==> config.mk <==
export PLATFORM = sky130hd
export DESIGN_NAME = rb_operand_enc
export DESIGN_NICKNAME = d
export VERILOG_FILES = /design/src/rtl/rb_pkg.sv /design/src/rtl/rb_digit_enc.sv /design/src/rtl/rb_operand_enc.sv
export SDC_FILE = /design/constraint.sdc
export NUM_CORES = 1
export LEC_CHECK = 0
export ABC_CLOCK_PERIOD_IN_PS = 4100
export BUFFER_PORTS_ARGS = -buffer_cell sky130_fd_sc_hd__buf_2
export CORE_ASPECT_RATIO = 0.7
export CORE_MARGIN = 5
export CORE_UTILIZATION = 35
export DETAILED_ROUTE_END_ITERATION = 16
export HOLD_SLACK_MARGIN = 0.12
export PLACE_DENSITY_LB_ADDON = 0.15
export SYNTH_ARGS = -nofsm -noshare
export SYNTH_HDL_FRONTEND = slang
export SYNTH_SLANG_ARGS = --single-unit
==> constraint.sdc <==
create_clock -name clk -period 4.1 [get_ports clk]
set_input_delay 0.82 -clock clk [delete_from_list [all_inputs] [get_ports clk]]
set_output_delay 0.82 -clock clk [all_outputs]
set_load 0.05 [all_outputs]
==> src/rtl/rb_pkg.sv <==
`default_nettype none
// +-----------------------------------------------------------------------+
// | Module  : rb_pkg                                                      |
// | Brief   : Shared redundant-binary digit codes, op codes and encoder.  |
// | Revision: 1.0                                                         |
// +-----------------------------------------------------------------------+
package rb_pkg;

    typedef struct packed {
        logic s1;
        logic s0;
    } rb_digit_t;

    localparam logic [1:0] RB_POS  = 2'b00;
    localparam logic [1:0] RB_ZERO = 2'b01;
    localparam logic [1:0] RB_NEG  = 2'b11;

    localparam logic [1:0] RB_OP_SUB  = 2'b00;
    localparam logic [1:0] RB_OP_A    = 2'b01;
    localparam logic [1:0] RB_OP_NEGB = 2'b10;
    localparam logic [1:0] RB_OP_RSVD = 2'b11;

    // d = a - b for one bit position; (1,0) is never emitted.
    function automatic rb_digit_t rb_encode(input logic a, input logic b);
        rb_digit_t d;
        case ({a, b})
            2'b10:   d = RB_POS;
            2'b01:   d = RB_NEG;
            default: d = RB_ZERO;
        endcase
        return d;
    endfunction

endpackage
`default_nettype wire

==> src/rtl/rb_digit_enc.sv <==
`default_nettype none
// +-----------------------------------------------------------------------+
// | Module  : rb_digit_enc                                                |
// | Brief   : One-digit (a_i, b_i) -> (s1, s0) signed-digit encoder.      |
// | Revision: 1.0                                                         |
// +-----------------------------------------------------------------------+
module rb_digit_enc
    import rb_pkg::*;
(
    input  logic a_i,
    input  logic b_i,
    output logic s1_o,
    output logic s0_o
);

    rb_digit_t w_dig;

    assign w_dig = rb_encode(a_i, b_i);
    assign s1_o  = w_dig.s1;
    assign s0_o  = w_dig.s0;

endmodule
`default_nettype wire

==> src/rtl/rb_operand_enc.sv <==
`default_nettype none
// +-----------------------------------------------------------------------+
// | Module  : rb_operand_enc                                              |
// | Brief   : Binary operand pair -> (S1,S0) signed-digit vectors, with   |
// |           a valid/ready output FIFO. RB_ENC_NZCOUNT_EN adds out_nz.   |
// | Revision: 1.0                                                         |
// +-----------------------------------------------------------------------+
module rb_operand_enc
    import rb_pkg::*;
#(
    parameter int WIDTH = 32,
    parameter int DEPTH = 2
) (
    input  logic             clk,
    input  logic             rst_n,
    input  logic             in_valid,
    output logic             in_ready,
    input  logic [WIDTH-1:0] in_a,
    input  logic [WIDTH-1:0] in_b,
    input  logic [1:0]       in_op,
    output logic             out_valid,
    input  logic             out_ready,
    output logic [WIDTH:0]   out_s1,
    output logic [WIDTH:0]   out_s0,
    output logic             out_err
`ifdef RB_ENC_NZCOUNT_EN
    ,
    output logic [$clog2(WIDTH+2)-1:0] out_nz
`endif
);

    localparam int PW = (DEPTH > 1) ? $clog2(DEPTH) : 1;
    localparam int CW = $clog2(DEPTH + 1);
    localparam logic [PW-1:0] PTR_LAST = PW'(DEPTH - 1);
    localparam logic [CW-1:0] CNT_FULL = CW'(DEPTH);

    logic [WIDTH-1:0] w_ea;
    logic [WIDTH-1:0] w_eb;
    logic             w_err;
    logic [WIDTH-1:0] w_s1_lo;
    logic [WIDTH-1:0] w_s0_lo;
    logic [WIDTH:0]   w_s1;
    logic [WIDTH:0]   w_s0;
    logic             w_push;
    logic             w_pop;

    logic [PW-1:0] wr_ptr_q, wr_ptr_d;
    logic [PW-1:0] rd_ptr_q, rd_ptr_d;
    logic [CW-1:0] count_q, count_d;

    logic [WIDTH:0] mem_s1_q  [DEPTH];
    logic [WIDTH:0] mem_s0_q  [DEPTH];
    logic           mem_err_q [DEPTH];

    always_comb begin
        w_ea = in_a;
        w_eb = in_b;
        case (in_op)
            RB_OP_A:    w_eb = '0;
            RB_OP_NEGB: w_ea = '0;
            default:    ;
        endcase
    end

    assign w_err = (in_op == RB_OP_RSVD);

    generate
        for (genvar gi = 0; gi < WIDTH; gi++) begin : g_digit
            rb_digit_enc u_digit (
                .a_i  (w_ea[gi]),
                .b_i  (w_eb[gi]),
                .s1_o (w_s1_lo[gi]),
                .s0_o (w_s0_lo[gi])
            );
        end
    endgenerate

    // Top digit is a constant zero so sign extension is always absorbed.
    assign w_s1 = {1'b0, w_s1_lo};
    assign w_s0 = {1'b1, w_s0_lo};

`ifdef RB_ENC_NZCOUNT_EN
    localparam int NZW = $clog2(WIDTH + 2);

    logic [NZW-1:0] w_nz;
    logic [NZW-1:0] mem_nz_q [DEPTH];

    always_comb begin
        w_nz = '0;
        for (int i = 0; i < WIDTH; i++) begin
            w_nz = w_nz + NZW'(w_s1_lo[i] | ~w_s0_lo[i]);
        end
    end
`endif

    assign in_ready  = (count_q != CNT_FULL);
    assign out_valid = (count_q != '0);
    assign w_push    = in_valid & in_ready;
    assign w_pop     = out_valid & out_ready;

    always_comb begin
        wr_ptr_d = wr_ptr_q;
        rd_ptr_d = rd_ptr_q;
        count_d  = count_q;
        if (w_push) begin
            wr_ptr_d = (wr_ptr_q == PTR_LAST) ? '0 : wr_ptr_q + 1'b1;
        end
        if (w_pop) begin
            rd_ptr_d = (rd_ptr_q == PTR_LAST) ? '0 : rd_ptr_q + 1'b1;
        end
        case ({w_push, w_pop})
            2'b10:   count_d = count_q + 1'b1;
            2'b01:   count_d = count_q - 1'b1;
            default: count_d = count_q;
        endcase
    end

    always_ff @(posedge clk or negedge rst_n) begin
        if (!rst_n) begin
            wr_ptr_q <= '0;
            rd_ptr_q <= '0;
            count_q  <= '0;
        end else begin
            wr_ptr_q <= wr_ptr_d;
            rd_ptr_q <= rd_ptr_d;
            count_q  <= count_d;
        end
    end

    // Storage is cleared on reset so the empty-state outputs read as zero.
    always_ff @(posedge clk or negedge rst_n) begin
        if (!rst_n) begin
            for (int k = 0; k < DEPTH; k++) begin
                mem_s1_q[k]  <= '0;
                mem_s0_q[k]  <= '0;
                mem_err_q[k] <= 1'b0;
`ifdef RB_ENC_NZCOUNT_EN
                mem_nz_q[k]  <= '0;
`endif
            end
        end else if (w_push) begin
            mem_s1_q[wr_ptr_q]  <= w_s1;
            mem_s0_q[wr_ptr_q]  <= w_s0;
            mem_err_q[wr_ptr_q] <= w_err;
`ifdef RB_ENC_NZCOUNT_EN
            mem_nz_q[wr_ptr_q]  <= w_nz;
`endif
        end
    end

    assign out_s1  = mem_s1_q[rd_ptr_q];
    assign out_s0  = mem_s0_q[rd_ptr_q];
    assign out_err = mem_err_q[rd_ptr_q];
`ifdef RB_ENC_NZCOUNT_EN
    assign out_nz  = mem_nz_q[rd_ptr_q];
`endif

endmodule
`default_nettype wire

# ---- Yosys cells after proc, flatten, opt, wreduce, memory -nomap -nowiden
# Cells that the tools add are included.
dict set report word_totals {
  romBits 0
  latchBits 0
  mem_count 0
  out_inout_bits 69
  register_bits 138
  ramBits 0
  in_bits 70
  word_cells 146
}
dict set report classes {
  shift 0
  n_eq_ne 70
  n_div 0
  n_lt_le_gt_ge 3
  bitwise_logic 4
  multipliers 0
  muxes 53
  add_sub_neg 4
  n_reduce_logical 3
}
# operator count
set op_table {}
lappend op_table {{$mux W33} 7}
lappend op_table {{$bwmux W66} 2}
lappend op_table {{$pmux W2 S2} 33}
lappend op_table {{$eq A2 B2 Y1 const B} 35}
lappend op_table {{$eq A2 B1 Y1 const B} 34}
lappend op_table {{$mux W32} 2}
lappend op_table {{$demux W33 S1} 1}
lappend op_table {{$mux W1} 6}
lappend op_table {{$ge A2 B2 Y1 const B} 2}
lappend op_table {{$not A1 Y2} 2}
lappend op_table {{$reduce_bool A2 Y1} 2}
lappend op_table {{$add A1 B1 Y1 const B} 2}
lappend op_table {{$add A2 B1 Y2 const B} 1}
lappend op_table {{$and A1 B1 Y1} 2}
lappend op_table {{$bwmux W2} 1}
lappend op_table {{$lt A2 B1 Y1 const B} 1}
lappend op_table {{$ne A2 B2 Y1 const B} 1}
lappend op_table {{$sub A2 B1 Y2 const B} 1}
lappend op_table {{$demux W1 S1} 1}
lappend op_table {{$logic_and A1 B1 Y1} 1}

# ---- Depth between registers and ports, before layout
dict set report logic_depth {
  word_depth 6
  mapped_depth 6
  depth_no_buf 6
}

# ---- Hierarchy
# From an unflattened synthesis, not the netlist that was laid out.
dict set report hier_totals {
  cells_unflattened 507
  area_unflattened_um2 7219.4
}
# module seq_area_each_um2 n_inst cells_per_inst area_per_inst_um2
set modules_own_cells {}
lappend modules_own_cells {rb_operand_enc 3403.3 1 443 6739.0}
lappend modules_own_cells {rb_digit_enc 0.0 32 2 15.0}

# ---- Worst setup path before layout
# Ideal clock, no wire load.
dict set report synth_path {
  path_kind {reg-to-output}
  from {register rd_ptr_q}
  to {output port out_s1[29]}
  path_stages_with_launch 4
  setup_slack_ps 1377
  path_buffers 2
  required_time_ps 3280
  arrival_time_ps 1903
  path_cell_list {dfrtp_1 clkbuf_1 clkbuf_1 o21ai_0}
}
dict set report synth_via {
  elab_chain_len 4
}
# element line
set synth_rtl {}
lappend synth_rtl {{start, declared} rb_operand_enc.sv:48} ;# logic [PW-1:0] rd_ptr_q, rd_ptr_d;
lappend synth_rtl {{start signal, assigned} rb_operand_enc.sv:125} ;# rd_ptr_q <= rd_ptr_d;
lappend synth_rtl {{$not A1 Y2 (implied by the code)} rb_operand_enc.sv:151} ;# assign out_s1 = mem_s1_q[rd_ptr_q];
lappend synth_rtl {{$mux W33 (implied by the code) (3 in series)} rb_operand_enc.sv:151}
lappend synth_rtl {{end, declared} rb_operand_enc.sv:23} ;# output logic [WIDTH:0] out_s1,
# No other way between the ends. The select of a mux whose other input is x is not followed.

# ---- Final worst setup path
dict set report layout_path {
  from {register rd_ptr_q}
  to {output port out_s1[11]}
}
# Same word-level chain as after synthesis.

==> results.toml <==
[pwr]
ir_worst_vdd_v = 0.000693
p_total_mw = 7.79
power.density_mw_per_mm2 = 905
power_leakage_nw = 3.86

[grt]
antenna_found_initial = 1
grt_pass1_wl_mm = 29.8
grt_usage_pct = 16.2
grt_pass1_vias = 5526
grt_overflow_total = 0
grt_max_degree = 95

[timing]
post-route-period-util_pct = 76.1
period_minus_slack_ps = 3120
worst_slack_ps = 981
hold_viol = 0
clock-skew-final_ps = 9.01
finalMaxSlewViolations = 0
maxSlewHeadroom_pct = 26.9
tns_ps = 0
rsz0062_at_grt = "false"
setup_violations = 0
fmax_mhz = 321
worst_pin_slew_ps = 1100

[route]
wl_mm = 18.3
via_count = 5132
drc_errors = 0
ant_nets = 0
wl_per_cell_um = 17.5
drtIter0Drc = 266
drt-pass1-iter-count = 4
avgViaCountPerCell = 4.89

[clocking]
cts_htree_levels = 4
clk_path_buf_depth = 2
cts_buffers = 17
path_clk_slew_ps = 60
cts-root-buf = "clkbuf_16"
cts_setup_buffers = 0
holdBufCountCts = 0
tritoncts = "yes"
clock_latency_ps = 410
clock-sinks = 136
cts_resized = 0

[synth]
synth_cell_types = 29
avgSynthCellArea_um2 = 11.0
netlist_instances = 646
synth_area_leader_cell = "dfrtp_1"
netlist_area_mm2 = 0.00713
yosysTopAreaCellShare_pct = 47.8
yosysWarningCount = 0
ys_ff_latch = 136
syn-num-nets = 717
synth.area.top_cells = "dfrtp_1, mux2_2, mux2i_1, o21ai_0, a21boi_0"
yosysSeqAreaShare_pct = 47.8

[setup_path]
crit_path_end_kind = "primary output"
cp-start-kind = "register"
setup.worst_path.class = "reg -> out"
required_ps = 3280
r2r_start = "count_q[0]"
path_max_fanout = 94
r2r_end = "mem_s1_q[8]"
rrSetupSlack_ps = 1980
cp.arrival_ps = 2300
worstRegToRegCells = 4

[placed_design]
place_hpwl_mm = 12.2
placed_cell_area_mm2 = 0.00801
gp_congestion = 0.753
pre_cts_slack_ps = 1410
place.port_buffers = 137

[final_layout]
ff_latch_area_mm2 = 0.00341
final_common_cell = "buf_2"
finish.utilization_pct = 43.2
area_growth_pct = 20.8
drive_above_1_share_pct = 38.3
multiInputGateArea_mm2 = 0.00329
mostFrequentLayoutCells = "buf_2, dfrtp_1, mux2_2"
fill_cells = 1890
n_antenna_cell = 0
fin_area_mm2 = 0.00861
layout.nets = 839

[hold_path]
hold_path_class = "in -> async"

[die]
io_pins = 139
die_h_um = 129
die_w_um = 181
core_area_mm2 = 0.0199
rows = 43
dieArea_mm2 = 0.0234
start_util_pct = 35.8

[status]
run_status = "complete, no violations"

[job]
drv_cap = 0
[logic make-up after synthesis]
logic type                 count (synthesis)  synth area share (%)
muxes                                    169                  26.4
DFF                                      136                  47.8
AOI/OAI and AO/OA                        119                  10.4
and+or+nand+nor                          117                  8.41
buffers and inverters                     98                  6.23
xor gates and xnor gates                   5                 0.615
adders and majority gates                  1                 0.176
other                                      1                0.0526
[worst max path at each step]
| stage | cells after the start | slack, ps | end | start |
|---|---|---|---|---|
| 4_1_cts | 2 | 940 | out_s1[11] | rd_ptr_q |
| 5_1_grt | 2 | 850 | out_s1[5] | rd_ptr_q |
| 3_5_place_dp | 5 | 1410 | mem_s0_q[24] | in_op[1] |
| 6_report | 2 | 980 | out_s1[11] | rd_ptr_q |
| 2_1_floorplan | 3 | 1380 | out_s1[29] | rd_ptr_q |
| 3_3_place_gp | 2 | 1430 | out_s1[11] | rd_ptr_q |
[through the flow]
step | hold WS, ps | std cells
floorplan | 430 | 646
global placement | 453 | 1019
detailed placement | 453 | 1019
finish | 463 | 1050
global route | 499 | 1050
CTS | 474 | 1050
[synth_stat cells]
cell and count:
dfrtp_1 136, mux2_2 103, o21ai_0 60, inv_1 54
mux2i_1 54, nor2b_1 33, nand2_1 32, nor2_1 29
a21boi_0 28, a22oi_1 27, clkbuf_1 16, buf_2 15
mux2_4 12, nand2b_1 7, nand3b_1 6, buf_4 5
buf_6 5, a31oi_1 4, nor3b_1 4, xnor2_1 3
and2_1 2, buf_1 2, or2_2 2, xor2_1 2
and3_1 1, clkbuf_2 1, conb_1 1, ha_1 1
nand2b_4 1
[critical path, cell delays in order (launching register included)]
cell and delay (ps):
dfrtp_4 1140, o21ai_0 390, buf_2 310
[cell type report]
class                      instances  area share, %
timing repair buffer             147           9.05
inverter                          54           2.35
clock inverter                    10           1.35
sequential                       136           39.6
clock buffer                      21           5.58
multi-input combinational        412           38.2
tap                              270           3.92
[report_power, final]
part	internal [mW]	total [mW]	switching [mW]	leakage [nW]
sequential	1.95	2.39	0.441	1.59
combinational	1.30	3.85	2.55	1.98
clock	0.960	1.55	0.589	0.292
total	4.21	7.79	3.58	3.86
[metal layers]
| metal | GRT usage [%] | part of all wire [%] |
|---|---|---|
| met1 | 22.0 | 48 |
| met2 | 25.9 | 47 |
| met3 | 4.18 | 4.1 |
| met4 | 4.49 | 0.57 |
| met5 | 0 | 0.071 |
[state kept, by name (all words and copies together) (netlist names)]
name       cells
rd_ptr_q       1
mem_err_q      2
wr_ptr_q       1
mem_s0_q      66
mem_s1_q      64
count_q        2
No activity file was read; power rests on OpenSTA's default activity.
